### src/rtl/vga_layer_mixer.sv
`default_nettype none
//------------------------------------------------------------------------------
// Module   : vga_layer_mixer
// Brief    : Pixel compositor. Picks a background (manual or frame-timed
//            auto-cycle), overlays prioritised sprite layers, blanks outside
//            the visible area and delays syncs to match the 2-cycle colour
//            pipeline. Background select and layer enables only change at
//            frame boundaries.
// Revision : 1.0 - initial release
//------------------------------------------------------------------------------
module vga_layer_mixer #(
  parameter int NUM_LAYERS    = 2,
  parameter int NUM_BG        = 4,
  parameter int FRAMES_PER_BG = 60,
  parameter int SYNC_POL      = 0,
  localparam int SELW         = (NUM_BG > 1) ? $clog2(NUM_BG) : 1
) (
  input  logic                    clk,
  input  logic                    rst_n,
  input  logic                    hsync_in,
  input  logic                    vsync_in,
  input  logic                    video_active,
  input  logic [NUM_LAYERS-1:0]   layer_hit,
  input  logic [6*NUM_LAYERS-1:0] layer_rgb,
  input  logic [NUM_LAYERS-1:0]   layer_en,
  input  logic [6*NUM_BG-1:0]     bg_rgb,
  input  logic [SELW-1:0]         bg_sel,
  input  logic                    auto_mode,
  output logic [1:0]              R,
  output logic [1:0]              G,
  output logic [1:0]              B,
  output logic                    hsync_out,
  output logic                    vsync_out,
  output logic [SELW-1:0]         active_bg
);

  localparam logic        SYNC_ACT   = (SYNC_POL != 0);
  localparam logic        SYNC_INACT = ~SYNC_ACT;
  localparam logic [15:0] LAST_FRAME = 16'(FRAMES_PER_BG - 1);
  localparam logic [SELW-1:0] LAST_BG = SELW'(NUM_BG - 1);

  // Frame-boundary state
  logic [SELW-1:0]       r_active_bg;
  logic [15:0]           r_frame_cnt;
  logic [NUM_LAYERS-1:0] r_en_shadow;

  // Sync delay lines; r_vs[0] doubles as the registered vsync for edge detect
  logic [1:0] r_hs;
  logic [1:0] r_vs;

  // Pipeline stage 1 / stage 2
  logic [5:0] r_s1_layer;
  logic       r_s1_hit;
  logic [5:0] r_s1_bg;
  logic       r_s1_active;
  logic [5:0] r_rgb;

  // Combinational helpers
  logic            w_frame_start;
  logic [5:0]      w_layer_rgb;
  logic            w_layer_hit;
  logic [5:0]      w_bg_rgb;
  logic [SELW-1:0] w_next_bg;

  assign w_frame_start = (vsync_in == SYNC_ACT) && (r_vs[0] == SYNC_INACT);
  assign w_next_bg     = (r_active_bg == LAST_BG) ? '0 : r_active_bg + 1'b1;

  // Priority pick: scan high-to-low so the lowest enabled hitting layer wins
  always_comb begin
    w_layer_rgb = '0;
    w_layer_hit = 1'b0;
    for (int i = NUM_LAYERS - 1; i >= 0; i--) begin
      if (layer_hit[i] && r_en_shadow[i]) begin
        w_layer_rgb = layer_rgb[6*i +: 6];
        w_layer_hit = 1'b1;
      end
    end
  end

  // Background mux; an out-of-range index matches nothing and yields black
  always_comb begin
    w_bg_rgb = '0;
    for (int j = 0; j < NUM_BG; j++) begin
      if (r_active_bg == SELW'(j)) begin
        w_bg_rgb = bg_rgb[6*j +: 6];
      end
    end
  end

  // Background selection, auto-cycle counter and enable shadow, frame-gated
  always_ff @(posedge clk or negedge rst_n) begin
    if (!rst_n) begin
      r_active_bg <= '0;
      r_frame_cnt <= '0;
      r_en_shadow <= '1;
    end else if (w_frame_start) begin
      r_en_shadow <= layer_en;
      if (!auto_mode) begin
        r_active_bg <= bg_sel;
        r_frame_cnt <= '0;
      end else if (r_frame_cnt == LAST_FRAME) begin
        r_frame_cnt <= '0;
        r_active_bg <= w_next_bg;
      end else begin
        r_frame_cnt <= r_frame_cnt + 16'd1;
      end
    end
  end

  // Two-stage colour pipeline; stage 1 sees active_bg before any same-cycle update
  always_ff @(posedge clk or negedge rst_n) begin
    if (!rst_n) begin
      r_s1_layer  <= '0;
      r_s1_hit    <= 1'b0;
      r_s1_bg     <= '0;
      r_s1_active <= 1'b0;
      r_rgb       <= '0;
    end else begin
      r_s1_layer  <= w_layer_rgb;
      r_s1_hit    <= w_layer_hit;
      r_s1_bg     <= w_bg_rgb;
      r_s1_active <= video_active;
      if (!r_s1_active) begin
        r_rgb <= '0;
      end else if (r_s1_hit) begin
        r_rgb <= r_s1_layer;
      end else begin
        r_rgb <= r_s1_bg;
      end
    end
  end

  // Sync delay matching the colour pipeline depth
  always_ff @(posedge clk or negedge rst_n) begin
    if (!rst_n) begin
      r_hs <= {2{SYNC_INACT}};
      r_vs <= {2{SYNC_INACT}};
    end else begin
      r_hs <= {r_hs[0], hsync_in};
      r_vs <= {r_vs[0], vsync_in};
    end
  end

  assign R         = r_rgb[5:4];
  assign G         = r_rgb[3:2];
  assign B         = r_rgb[1:0];
  assign hsync_out = r_hs[1];
  assign vsync_out = r_vs[1];
  assign active_bg = r_active_bg;

endmodule
`default_nettype wire
### config.mk
export PLATFORM = sky130hd
export DESIGN_NAME = vga_layer_mixer
export DESIGN_NICKNAME = d
export VERILOG_FILES = /design/src/rtl/vga_layer_mixer.sv
export SDC_FILE = /design/constraint.sdc
export NUM_CORES = 1
export LEC_CHECK = 0
export ABC_AREA = 1
export CAP_MARGIN = 15
export CORE_ASPECT_RATIO = 1.5
export CORE_UTILIZATION = 52
export DETAILED_ROUTE_END_ITERATION = 7
export PLACE_DENSITY_LB_ADDON = 0.3
export SETUP_SLACK_MARGIN = 0.15
export SYNTH_ARGS = -nofsm -noshare
export SYNTH_HDL_FRONTEND = slang
export SYNTH_SLANG_ARGS = --single-unit
### constraint.sdc
create_clock -name clk -period 2.33 [get_ports clk]
set_input_delay 0.5825 -clock clk [delete_from_list [all_inputs] [get_ports clk]]
set_output_delay 0.5825 -clock clk [all_outputs]
set_load 0.01 [all_outputs]
==> flow_summary.ini <==
[yosys]
yosysMostFrequentCell = nand2_1
synth_area_leaders = dfrtp_1 (43%), nand2_1 (13%), dfstp_2 (7.1%), nor2_1 (6.7%), nand3_1 (4.5%)
synth_cell_type_count = 20
synth-edff-count = 0
syn_nets = 329
synth_top_area_frac = 0.426
synth_top_area_cell = dfrtp_1
ys.warnings.count = 0
synth_seq_cells = 44
avgSynthCellArea_um2 = 8.09
seq_area_frac_synth = 0.497
synth_cells = 276
async_reset_ff_frac = 1.00
synth_flop_cell = dfrtp_1
synth.top_cells.by_count = nand2_1 (78), nor2_1 (40), dfrtp_1 (38), inv_1 (23), nand3_1 (20)
netlist_area_um2 = 2230

[clock_tree]
cts_buffers = 5
cts-resized-gates = 0
cts_sinks = 44
clk_pin_slew_ps = 90
cts.htree.levels = 2
cts_tree = yes
hold_buffers = 0
insertion_delay_ps = 300
cts_buffer_depth = 2
clockRootBuffer = clkbuf_8
postCtsSetupBuffers = 0

[sta]
fmax_ghz = 0.519
fin_setup_tns_ps = 0
worstMarginPinSlew_ps = 526
fin_crit_ps = 1930
fin_skew_ps = 6.90
finalCritPeriodShare = 0.826
hold_viol = 0
slew-limit-headroom = 0.649
hold_slack_ps = 328
rsz0062_at_grt = no
finalSetupViolations = 0
drv_slew = 0

[detailed_routing]
vias_per_cell = 5.09
drt-pass1-iter-count = 4
routed_wl_mm = 4.75
via_count = 1951
ant_nets = 0
drt_iter0_markers = 49
drcViolationCount = 0
wl_per_cell_um = 12.4

[setup_path]
crit_path_cell_trace = clkdlybuf4s50_1
cp_num_buf_inv = 1
reg2reg_setup_slack_ps = 650
crit_type = flop to output port
max_stage_delay_ps = 520
worstPathArrival_ps = 1340
critPathCaptureType = output port
crit_slowest_cell = dfstp_2
start_kind = flop
cp_data_required_time_ps = 1750
crit_family = flip-flops
path_max_fanout = 1

[worst_hold_path]
hold_path_class = input port to asynchronous set/reset pin

[cells_and_area]
area_growth_pct = 32.2
diodes = 0
final_nets = 390
fin_area_um2 = 2950
drive_above_1_share = 0.121

[placement]
hpwlAfterDp_mm = 3.60
gp_congestion = 0.861
portBuffers = 57
dpl_cell_area_um2 = 2840

[floorplanning]
start_util = 0.554
die-area_um2 = 4560
io-pin-count = 58
die_h_um = 82.2
core_area_um2 = 4030
placementRows = 28
die_w_um = 55.5

[pwr]
max-vdd-ir-drop_mv = 0.643
p_leak_uw = 0.00135
power_density_nw_per_um2 = 664

[global_route]
grt_max_degree = 45
grt_pass1_vias = 1899
grt_usage = 0.235
grt-ovfl-total = 0
antenna_found_initial = 0
grt_pass1_wl_mm = 8.20

[job]
drv_cap = 0

[outcome]
status = finished, final reports clean
path summary, 6_finish.rpt:
check                                 end  cells past startpoint          from
hold reg to reg                   r_hs[1]                      0       r_hs[0]
min in group clk                  r_hs[1]                      0       r_hs[0]
max in group asynchronous  r_en_shadow[1]                      2         rst_n
hold / removal                   r_rgb[3]                      2         rst_n
setup / recovery                hsync_out                      1       r_hs[1]
setup reg to reg               r_s1_bg[2]                      6  active_bg[1]
state kept, by name (all words and copies together), names as in the netlist:
signal and flops:
active_bg 2, r_en_shadow 2, r_frame_cnt 16, r_hs 2
r_rgb 6, r_s1_active 1, r_s1_bg 6, r_s1_hit 1
r_s1_layer 6, r_vs 2
metrics by stage:
stage	utilization	setup WS (ps)	instances	total power, uW
floorplan	-	931	276	1160
global placement	0.704	320	375	1360
detailed placement	0.704	258	375	1380
CTS	0.732	394	383	1970
finish	0.732	405	383	1960
global route	0.732	365	383	2070
logic make-up (layout without fill, tap and decap cells):
family,count (synthesis),count (layout),synth area share
buffers and inverters,31,93,0.0622
adder cells (fa/ha/maj),5,5,0.0280
AO/OA/AOI/OAI,29,29,0.0751
multiplexers,1,1,0.00504
flip-flops,44,44,0.497
AND/OR/NAND/NOR,160,160,0.309
XOR/XNOR,6,6,0.0235
where the power goes:
group	total (uW)	switching [uW]	internal, uW
combinational	436	212	224
clock	595	272	323
sequential	927	57.6	870
placed cells by master (no fill, tap or decap), types with 6 or more instances in the layout:
master,synthesis,final
nand3_1,20,20
inv_1,23,23
dfstp_2,6,6
dfrtp_1,38,38
nor2_2,15,15
nor2_1,40,40
o21ai_0,16,16
a21oi_1,7,7
clkdlybuf4s50_1,0,56
nand2_1,78,78
xor2_1,6,6
o22a_1,6,6
routing by layer:
metal  global-route usage  routed length, um  vias to the layer above
li1                     -                  -                      987
met1                0.252               1880                      881
met2                0.442               2530                       71
met3               0.0405                206                       12
met4                0.128                135                        0
met5                    0                  0                        -
cell type report:
| class | count | area (um^2) |
|---|---|---|
| clock buffer | 5 | 68.8 |
| sequential | 44 | 1110 |
| tap | 45 | 56.3 |
| multi-input combinational | 201 | 985 |
| clock inverter | 3 | 46.3 |
| inverter | 26 | 105 |
| timing repair buffer | 59 | 581 |
| fill | 306 | 1080 |
Note: power is estimated with default switching activity, not from simulation.
